File: config.mk
export PLATFORM = sky130hd
export DESIGN_NAME = cursor_position_counter_flat
export DESIGN_NICKNAME = d
export VERILOG_FILES = /design/src/rtl/sudoku_pkg.sv /design/src/rtl/cursor_position_counter_if.sv /design/src/rtl/cursor_position_counter_axis.sv /design/src/rtl/cursor_position_counter.sv /design/src/flat_wrapper.sv
export SDC_FILE = /design/constraint.sdc
export NUM_CORES = 1
export LEC_CHECK = 0
export CAP_MARGIN = 20
export CORE_MARGIN = 5
export CORE_UTILIZATION = 54
export CTS_CLUSTER_DIAMETER = 120
export CTS_CLUSTER_SIZE = 20
export DETAILED_ROUTE_END_ITERATION = 16
export GPL_TIMING_DRIVEN = 1
export PLACE_DENSITY_LB_ADDON = 0.1
export SYNTH_ARGS = -nofsm -noshare
export SYNTH_HDL_FRONTEND = slang
export SYNTH_SLANG_ARGS = --single-unit
File: constraint.sdc
create_clock -name clk -period 8.32 [get_ports clk]
set_input_delay 2.496 -clock clk [delete_from_list [all_inputs] [get_ports clk]]
set_output_delay 2.496 -clock clk [all_outputs]
set_load 0.005 [all_outputs]
File: src/rtl/sudoku_pkg.sv
// ---------------------------------------------------------------------------
// sudoku_pkg
//   Definitions shared by the Sudoku direction controller and the cursor
//   position counter.
//   - GRID_N_DEFAULT : default board side length in cells
//   - DIR_*          : bit positions inside the 4-bit direction word
//   - grid_mul       : constant-coefficient multiply, built as shift-add
// ---------------------------------------------------------------------------
package sudoku_pkg;

  localparam int GRID_N_DEFAULT = 9;

  // Direction word layout: {y_up, y_en, x_up, x_en}
  localparam int DIR_X_EN = 0;
  localparam int DIR_X_UP = 1;
  localparam int DIR_Y_EN = 2;
  localparam int DIR_Y_UP = 3;

  // v * n where n is an elaboration-time constant. Only the set bits of n
  // contribute a shifted copy of v, so this reduces to a few adders and
  // never to a general multiplier or divider.
  function automatic logic [31:0] grid_mul(input logic [31:0] v,
                                           input logic [31:0] n);
    logic [31:0] acc;
    acc = '0;
    for (int i = 0; i < 32; i++) begin
      if (n[i]) acc = acc + (v << i);
    end
    return acc;
  endfunction

endpackage

File: src/rtl/cursor_position_counter_if.sv
// ---------------------------------------------------------------------------
// cursor_position_counter_if
//   Bundle between the cursor position counter and its neighbours.
//   Inputs to the counter : dir[3:0], step, home
//   Outputs of the counter: col, row, cell_idx, move_pulse, wrap_pulse,
//                           blocked_pulse
//   modport master : the side that drives dir/step/home (controller, bench)
//   modport slave  : the cursor position counter itself
// ---------------------------------------------------------------------------
interface cursor_position_counter_if #(
  parameter int CW = 4,
  parameter int IW = 7
);

  logic [3:0]    dir;
  logic          step;
  logic          home;
  logic [CW-1:0] col;
  logic [CW-1:0] row;
  logic [IW-1:0] cell_idx;
  logic          move_pulse;
  logic          wrap_pulse;
  logic          blocked_pulse;

  modport master (
    output dir, step, home,
    input  col, row, cell_idx, move_pulse, wrap_pulse, blocked_pulse
  );

  modport slave (
    input  dir, step, home,
    output col, row, cell_idx, move_pulse, wrap_pulse, blocked_pulse
  );

endinterface

File: src/rtl/cursor_position_counter_axis.sv
// ---------------------------------------------------------------------------
// axis_step_counter
//   Purely combinational next-value logic for one cursor axis.
//   Ports:
//     cur       in  W  current registered position (0..N-1)
//     en        in  1  this axis takes part in the move
//     up        in  1  1 = increment, 0 = decrement
//     req       in  1  a move request is being applied this cycle
//     wrap_mode in  1  1 = wrap at the edges, 0 = saturate (block)
//     nxt       out W  position after the request
//     wrapped   out 1  the move crossed an edge and wrapped
//     blocked   out 1  the move was refused at an edge
// ---------------------------------------------------------------------------
module axis_step_counter #(
  parameter int N = 9,
  parameter int W = 4
) (
  input  logic [W-1:0] cur,
  input  logic         en,
  input  logic         up,
  input  logic         req,
  input  logic         wrap_mode,
  output logic [W-1:0] nxt,
  output logic         wrapped,
  output logic         blocked
);

  localparam logic [W-1:0] MAX_POS = W'(N - 1);

  always_comb begin
    // NOTE: every output gets a default before any branch so that no path
    // leaves it unassigned; otherwise synthesis would infer a latch.
    nxt     = cur;
    wrapped = 1'b0;
    blocked = 1'b0;
    if (req && en) begin
      if (up) begin
        if (cur == MAX_POS) begin
          if (wrap_mode) begin
            nxt     = '0;
            wrapped = 1'b1;
          end else begin
            blocked = 1'b1;
          end
        end else begin
          nxt = cur + 1'b1;
        end
      end else begin
        if (cur == '0) begin
          if (wrap_mode) begin
            nxt     = MAX_POS;
            wrapped = 1'b1;
          end else begin
            blocked = 1'b1;
          end
        end else begin
          nxt = cur - 1'b1;
        end
      end
    end
  end

endmodule

File: src/rtl/cursor_position_counter.sv
// ---------------------------------------------------------------------------
// cursor_position_counter
//   Holds the Sudoku cursor (row, col) on a GRID_N x GRID_N board and moves
//   it one cell per step request along the axes selected by the direction
//   word. Row, col and the linear cell index are registered together so they
//   are always mutually consistent; move/wrap/blocked are one-cycle pulses.
//
//   Ports:
//     clk  in  1   rising-edge clock
//     rst  in  1   synchronous active-high reset
//     bus  slave modport of cursor_position_counter_if
//            dir/step/home in, col/row/cell_idx and the three pulses out
//
//   Optional build macro: CURSOR_AUTOREPEAT_EN
//     When defined, holding step issues an extra request REPEAT_DELAY cycles
//     after the rising edge and then every REPEAT_PERIOD cycles. When not
//     defined, only rising edges of step are requests and the REPEAT_*
//     parameters have no effect.
// ---------------------------------------------------------------------------
module cursor_position_counter
  import sudoku_pkg::*;
#(
  parameter int GRID_N        = GRID_N_DEFAULT,
  parameter int CW            = 4,
  parameter int IW            = 7,
  parameter bit WRAP          = 1'b1,
  parameter int REPEAT_DELAY  = 25000000,
  parameter int REPEAT_PERIOD = 5000000
) (
  input  logic                      clk,
  input  logic                      rst,
  cursor_position_counter_if.slave  bus
);

  // Reject configurations whose outputs cannot hold every legal position.
  if (GRID_N < 2 || (2 ** CW) < GRID_N || (2 ** IW) < GRID_N * GRID_N ||
      REPEAT_DELAY < 1 || REPEAT_PERIOD < 1) begin : g_bad_cfg
    $error("cursor_position_counter: inconsistent parameters");
  end

  logic [CW-1:0] col_q, row_q;
  logic [IW-1:0] cell_q;
  logic          move_q, wrap_q, blocked_q;
  logic          step_d;

  logic          edge_req, rpt_req, req, move_req;
  logic [CW-1:0] col_n, row_n;
  logic [IW-1:0] cell_n;
  logic          move_n, wrap_n, blocked_n;
  logic [CW-1:0] x_next, y_next;
  logic          x_wrapped, x_blocked, y_wrapped, y_blocked;

  assign edge_req = bus.step & ~step_d;

`ifdef CURSOR_AUTOREPEAT_EN
  // rpt_cnt counts cycles since the last request while step stays high;
  // zero means idle. rpt_phase selects the first-delay or period threshold.
  localparam logic [31:0] DELAY_CNT  = 32'(REPEAT_DELAY);
  localparam logic [31:0] PERIOD_CNT = 32'(REPEAT_PERIOD);

  logic [31:0] rpt_cnt;
  logic        rpt_phase;

  assign rpt_req = bus.step && step_d && (rpt_cnt != '0) &&
                   (rpt_cnt == (rpt_phase ? PERIOD_CNT : DELAY_CNT));

  always_ff @(posedge clk) begin
    if (rst) begin
      rpt_cnt   <= '0;
      rpt_phase <= 1'b0;
    end else if (!bus.step || bus.home) begin
      rpt_cnt   <= '0;
      rpt_phase <= 1'b0;
    end else if (edge_req) begin
      rpt_cnt   <= 32'd1;
      rpt_phase <= 1'b0;
    end else if (rpt_req) begin
      rpt_cnt   <= 32'd1;
      rpt_phase <= 1'b1;
    end else if (rpt_cnt != '0) begin
      rpt_cnt   <= rpt_cnt + 32'd1;
    end
  end
`else
  assign rpt_req = 1'b0;
`endif

  assign req      = edge_req | rpt_req;
  // home outranks a request arriving in the same cycle.
  assign move_req = req & ~bus.home;

  axis_step_counter #(.N(GRID_N), .W(CW)) u_x_axis (
    .cur       (col_q),
    .en        (bus.dir[DIR_X_EN]),
    .up        (bus.dir[DIR_X_UP]),
    .req       (move_req),
    .wrap_mode (WRAP),
    .nxt       (x_next),
    .wrapped   (x_wrapped),
    .blocked   (x_blocked)
  );

  axis_step_counter #(.N(GRID_N), .W(CW)) u_y_axis (
    .cur       (row_q),
    .en        (bus.dir[DIR_Y_EN]),
    .up        (bus.dir[DIR_Y_UP]),
    .req       (move_req),
    .wrap_mode (WRAP),
    .nxt       (y_next),
    .wrapped   (y_wrapped),
    .blocked   (y_blocked)
  );

  always_comb begin
    col_n     = x_next;
    row_n     = y_next;
    move_n    = (x_next != col_q) || (y_next != row_q);
    wrap_n    = x_wrapped | y_wrapped;
    blocked_n = x_blocked | y_blocked;
    if (bus.home) begin
      col_n     = '0;
      row_n     = '0;
      move_n    = (col_q != '0) || (row_q != '0);
      wrap_n    = 1'b0;
      blocked_n = 1'b0;
    end
    // Index comes from the next position so it lands in the same cycle.
    cell_n = IW'(grid_mul(32'(row_n), 32'(GRID_N)) + 32'(col_n));
  end

  always_ff @(posedge clk) begin
    // NOTE: state registers use non-blocking assignments so every flop
    // samples pre-edge values regardless of statement order.
    if (rst) begin
      step_d    <= 1'b0;
      col_q     <= '0;
      row_q     <= '0;
      cell_q    <= '0;
      move_q    <= 1'b0;
      wrap_q    <= 1'b0;
      blocked_q <= 1'b0;
    end else begin
      step_d    <= bus.step;
      col_q     <= col_n;
      row_q     <= row_n;
      cell_q    <= cell_n;
      move_q    <= move_n;
      wrap_q    <= wrap_n;
      blocked_q <= blocked_n;
    end
  end

  assign bus.col           = col_q;
  assign bus.row           = row_q;
  assign bus.cell_idx      = cell_q;
  assign bus.move_pulse    = move_q;
  assign bus.wrap_pulse    = wrap_q;
  assign bus.blocked_pulse = blocked_q;

endmodule

File: src/flat_wrapper.sv
// flat-port wrapper written by rule: the top's interface ports become plain ports
module cursor_position_counter_flat import sudoku_pkg::*;
#(
  parameter int GRID_N        = GRID_N_DEFAULT,
  parameter int CW            = 4,
  parameter int IW            = 7,
  parameter bit WRAP          = 1'b1,
  parameter int REPEAT_DELAY  = 25000000,
  parameter int REPEAT_PERIOD = 5000000
)
  (clk, rst, bus_dir, bus_step, bus_home, bus_col, bus_row, bus_cell_idx, bus_move_pulse, bus_wrap_pulse, bus_blocked_pulse);
  cursor_position_counter_if #(.CW(CW), .IW(IW)) bus_i ();
  input  logic clk;
  input  logic rst;
  input wire logic [$bits(bus_i.dir)-1:0] bus_dir;
  input wire logic [$bits(bus_i.step)-1:0] bus_step;
  input wire logic [$bits(bus_i.home)-1:0] bus_home;
  output wire logic [$bits(bus_i.col)-1:0] bus_col;
  output wire logic [$bits(bus_i.row)-1:0] bus_row;
  output wire logic [$bits(bus_i.cell_idx)-1:0] bus_cell_idx;
  output wire logic [$bits(bus_i.move_pulse)-1:0] bus_move_pulse;
  output wire logic [$bits(bus_i.wrap_pulse)-1:0] bus_wrap_pulse;
  output wire logic [$bits(bus_i.blocked_pulse)-1:0] bus_blocked_pulse;
  assign bus_i.dir = bus_dir;
  assign bus_i.step = bus_step;
  assign bus_i.home = bus_home;
  assign bus_col = bus_i.col;
  assign bus_row = bus_i.row;
  assign bus_cell_idx = bus_i.cell_idx;
  assign bus_move_pulse = bus_i.move_pulse;
  assign bus_wrap_pulse = bus_i.wrap_pulse;
  assign bus_blocked_pulse = bus_i.blocked_pulse;
  cursor_position_counter #(.GRID_N(GRID_N), .CW(CW), .IW(IW), .WRAP(WRAP), .REPEAT_DELAY(REPEAT_DELAY), .REPEAT_PERIOD(REPEAT_PERIOD)) u_core (.clk(clk), .rst(rst), .bus(bus_i));
endmodule
---- Word-level counts from Yosys, hierarchy flattened ----
Cells that the tools add are included.
Widths: inputs -> output; s select.
cells by class
  $add $sub $neg .......................... 6
  equality and inequality tests ........... 4
  multiplexer cells ....................... 19
  bitwise gates (word level) .............. 5
  reduce and logical (&&, ||, !) cells .... 9
operator list
  kind                 number
  $mux 4               10
  $mux 1               9
  $add 4x1->4 const B  2
  $eq 4x4->1 const B   2
  $logic_not 4->1      2
  $ne 4x4->1           2
  $reduce_bool 4->1    2
  $sub 4x1->4 const B  2
  $add 4x7->7          1
  $add 7x4->7          1
  $and 1x1->1          2
  $logic_and 1x1->1    2
  $logic_or 1x1->1     2
  $not 1->1            2
  $reduce_or 2->1      1
  $or 1x1->1           1
storage, ports and cells
  flip-flop bits (word level) ............. 18
  bits of input ports ..................... 8
  output and inout bits ................... 18

---- Logic depth before layout (Yosys ltp) ----
  depth after elaboration ................. 8
  depth in mapped cells ................... 15
  depth with buffers taken out ............ 15

---- By module ----
A second synthesis with hierarchy kept.
unflattened totals
  cell total of the unflattened synthesis .. 180
  area total of the unflattened synthesis .. 1561.5 um2
modules (own cells, without submodules)
  module                   instances  cells an instance  area an instance (um2)
  cursor_position_counter  1          90                 918.4
  axis_step_counter        2          45                 321.6

---- Worst setup path after synthesis ----
Ideal clock, no wire load.
  path type ............................... input to register
  start ................................... input port bus_dir[1]
  end ..................................... register u_core.cell_q[5] (netlist: u_core.bus.cell_idx[5])
  arrival time ............................ 4805 ps
  setup slack ............................. 3384 ps
  stages on the path ...................... 11
  path buffers ............................ 1
  cells stage by stage .................... clkbuf_1 -> nor2b_1 -> or4_1 -> a22o_1 -> ha_1 -> ha_1 -> fa_1 -> a21o_1 -> a21oi_1 -> o21a_1 -> nor3_1
on the way
  cells in the longest elaborated chain, start to end .. 4
RTL lines
  item                  line                                text
  start, declared       flat_wrapper.sv:15                  input wire logic [$bits(bus_i.dir)-1:0] bus_dir;
  $mux 4                cursor_position_counter_axis.sv:37  if (up) begin
  $mux 4                cursor_position_counter_axis.sv:36  if (req && en) begin
  $mux 4                cursor_position_counter.sv:120      if (bus.home) begin
  via u_core.col_n[0]   cursor_position_counter.sv:47       logic [CW-1:0] col_n, row_n;
  $add 7x4->7           cursor_position_counter.sv:128      cell_n = IW'(grid_mul(32'(row_n), 32'(GRID_N)) + 32'(col_n));
  end signal, assigned  cursor_position_counter.sv:146      cell_q <= cell_n;
  end, declared         cursor_position_counter.sv:42       logic [IW-1:0] cell_q;
The timed path passes the listed nets, and every way through them passes these cells.
A chain may end at the register's enable or synchronous reset.

---- Worst setup path after layout ----
  start ................................... input port bus_home
  end ..................................... register u_core.cell_q[5] (netlist: u_core.bus.cell_idx[5])
RTL lines
  item                 line                                text
  start, declared      flat_wrapper.sv:17                  input wire logic [$bits(bus_i.home)-1:0] bus_home;
  $not 1->1            cursor_position_counter.sv:90       assign move_req = req & ~bus.home;
  $and 1x1->1          cursor_position_counter.sv:90
  $logic_and 1x1->1    cursor_position_counter_axis.sv:36
  $mux 4               cursor_position_counter_axis.sv:36
  $mux 4 *             cursor_position_counter.sv:120
  via u_core.col_n[0]  cursor_position_counter.sv:47
  $add 7x4->7 *        cursor_position_counter.sv:128
Mark *: on every way through the listed nets, which the timed path passes. The rest lies on a longest branch.

==> summary.md <==
| Metric | Value |
|---|---|
| Most frequent cells in the layout | clkdlybuf4s50_1, nor2_1, dfxtp_1 |
| Critical path's slowest cell | clkdlybuf4s50_1 |
| Worst Path Required | approximately 8.5 ns |
| Worst min path class | reg -> reg |
| Routed vias/inst | ~5.6 |
| Die area | 3343 µm² |
| Top-Level Pins | 26 |
| Final wirelength | 2685 µm |
| DPL Wire Length | 2031 µm |
| Crit end category | register |
| H-tree depth | 1 |
| Final worst slack | ~2.8 ns |
| Largest net degree at the start of global routing | 15 |
| Layout cell share with drive strength beyond 1 | a little over 4% |
| EDFF count, synth | 0 |
| Top FF cell, synth | dfxtp_1 |
| F_max | between 150 and 200 MHz |
| Place WS | 2.495 ns |
| Core box area | approximately 2200 µm² |
| Cell count after synthesis | roughly 150 |
| Worst R2R Path Depth | 14 |
| Vias after detailed routing | approximately 1100 |
| Antenna violations before repair | 0 |
| Later-pin clock latency in the skew report | between 0.2 and 0.3 ns |
| IO Port Bufs | 24 |
| Crit-path max cell delay | 0.63 ns |
| Area delta synth->final | 20.57% |
| Synth Cell Area | 1235 µm² |
| GR Util met3 | under 10% |
| Synthesis Warnings | 0 |
| Remaining DRCs | 0 |
| Gr usage total | between 15 and 20% |
| WHS Path Cells | 2 |
| Starting Density | 56.37% |
| Cell mode on critical path | ha_1 |
| Post-synth top area cell | dfxtp_1 |
| Routability congestion estimate | 0.8201 |
| Setup TNS | 0 ns |
| Pwr/cell area | between 100 and 150 nW/µm² |
| Max-cap violations | 0 |
| Most Crowded Layer GR | met2 |
| Number of standard cells in the final layout excluding fillers | 197 |
| Share of the synthesized area in the top cell type | between 20 and 30% |
| Crit path kind | in -> reg |
| CTS Buffer Depth | 2 |
| Cts bufs inserted | 3 |
| DR WL/cell | 13.63 µm |
| CTS Sinks | 18 |
| Seq cells post-synth | 18 |
| ANT cells | 0 |
| Worst path top cell family by delay | simple AND/OR/NAND/NOR gates |
| Final Hold Vio Count | 0 |
| Tmin final | around 5.5 ns |
| Post-CTS Resized | 0 |
| Post-synthesis sequential area ratio | 29.18% |
| Horiz. Die Dim | ~58 µm |
| TritonCTS clock tree | done |
| Worst Path Buf+Inv | 1 |
| DP Cell Count | just under 200 |
| Ranking of synthesized cells by area | dfxtp_1, ha_1, nor2_1 |
| Worst Path Arrival | ~5.7 ns |
| CP startpoint kind | primary input |
| First-pass GRT wire length | approximately 4700 µm |
| Leak Pwr | 0.6344 nW |
| Fraction of the cycle the final worst path needs | 66.40% |
| Rows | 17 |
| Vias in the first global route | about 1100 |
| Critical Path, Cell by Cell | clkdlybuf4s50_1, nor3b_1, and2_0, nor2_1, a22o_1, ha_1, ha_1, fa_1, a21o_1, a21oi_1, o21a_1, nor3_1 |
| Setup bufs post-CTS | 0 |
| Cts hold-fix bufs | 0 |
| Synth Net Count | between 150 and 200 |
| Most common cell after layout, fill and taps aside | clkdlybuf4s50_1 |
| RSZ-0062 raised after global routing | no |
| Final setup fails | 0 |
| Nets@finish | 193 |
| Gr ovfl total | 0 |
| Yosys cell types | 47 |
| Root buf cell | clkbuf_4 |
| Met1 Resource Use GR | a little under a quarter |
| DR pass1 iterations | 4 |
| Clock skew | approximately 0.0048 ns |
| Iter 0 DRT Violations | 24 |
| FFs w/ async S/R, synth | 0% |
| Peak VDD IR | a little over 100 µV |
| Antenna Violating Nets Remaining | 0 |
| Worst-path maximum fanout | 14 |
| Reg2reg setup slack | approximately 4.9 ns |
| DIE HEIGHT | a little under 60 µm |
| Clock-pin slew on the worst setup and hold paths | 0.10 ns |
| Max Slew Vio Count | 0 |
| Worst path depth | 12 |
| GRT met2 Usage | 28.87% |
| Outcome | complete, no violations |
| Synth Area per Inst | 8.178 µm² |
## per-stage QoR
stage	cell area, µm²	total power [mW]	hold WS (ns)	utilization, %
floorplan	1235	0.1062	0.6320	-
global placement	1466	0.1147	0.6739	66.93
detailed placement	1466	0.1149	0.6877	66.93
CTS	1489	0.1562	0.7045	67.96
global route	1489	0.1653	0.7424	67.96
finish	1489	0.1550	0.7096	67.96
## sequential cells by signal, indices dropped and copies added (netlist names)
| register | count |
|---|---|
| u_core.bus.row | 4 |
| u_core.bus.wrap_pulse | 1 |
| u_core.bus.cell_idx | 7 |
| u_core.bus.col | 4 |
| u_core.bus.move_pulse | 1 |
| u_core.step_d | 1 |
## layout make-up
type	count	area (µm²)
Multi-Input combinational cell	116	800.8
Timing Repair Buffer	24	240.2
Clock buffer	3	22.52
Inverter	8	30.03
Fill cell	183	701.9
Tap cell	28	35.03
Sequential cell	18	360.3
## cell families after synthesis
group | after synthesis | synth area share, %
mux | 2 | 1.621
fa+ha+maj | 14 | 14.79
simple gates | 57 | 23.91
flops | 18 | 29.18
other cells | 1 | 0.3037
xor+xnor | 3 | 2.128
compound gates | 39 | 22.09
buf+inv | 17 | 5.977
## per-layer routing
layer	share of wire, %	vias to the layer above	wire length [µm]
li1	-	562	-
met5	0	-	0
met1	48	513	1283
met2	48	18	1289
met3	3.5	2	95
met4	0.63	0	17
## tightest hold or removal path: cells and delay by family (launching register included)
| family | cells | cell delay [ns] |
|---|---|---|
| flip-flops | 1 | 0.40 |
| AND/OR/NAND/NOR | 1 | 0.06 |
| AO/OA/AOI/OAI | 1 | 0.21 |
## Yosys cell counts, types with 2 or more instances
| library cell | instances |
|---|---|
| xnor2_1 | 2 |
| or3_1 | 2 |
| nor2_1 | 23 |
| clkbuf_1 | 4 |
| nor3_1 | 2 |
| buf_2 | 2 |
| inv_1 | 7 |
| o21ai_0 | 7 |
| o21bai_1 | 2 |
| buf_4 | 2 |
| nor2b_1 | 11 |
| nand2_1 | 8 |
| ha_1 | 13 |
| mux2i_1 | 2 |
| a21o_1 | 2 |
| a21oi_1 | 10 |
| nor3b_1 | 2 |
| o21a_1 | 2 |
| dfxtp_1 | 18 |
| a211oi_1 | 3 |
## path summary, 6_finish.rpt
kind	startpoint	end
worst min-delay path	u_core.bus.row[1]	u_core.bus.row[1]
worst min register to register	u_core.bus.row[1]	u_core.bus.row[1]
worst max-delay path	bus_home	u_core.bus.cell_idx[5]
worst max register to register	u_core.bus.row[0]	u_core.bus.cell_idx[5]
## report_power, final
part | leakage [nW] | total [mW] | switching (mW) | internal [mW]
sequential | 0.146 | 0.0894 | 0.00146 | 0.0879
combinational | 0.475 | 0.0238 | 0.0118 | 0.0120
clock | 0.0138 | 0.0418 | 0.0250 | 0.0168
total | 0.634 | 0.155 | 0.0383 | 0.117
No activity file was read; power rests on OpenSTA's default activity.
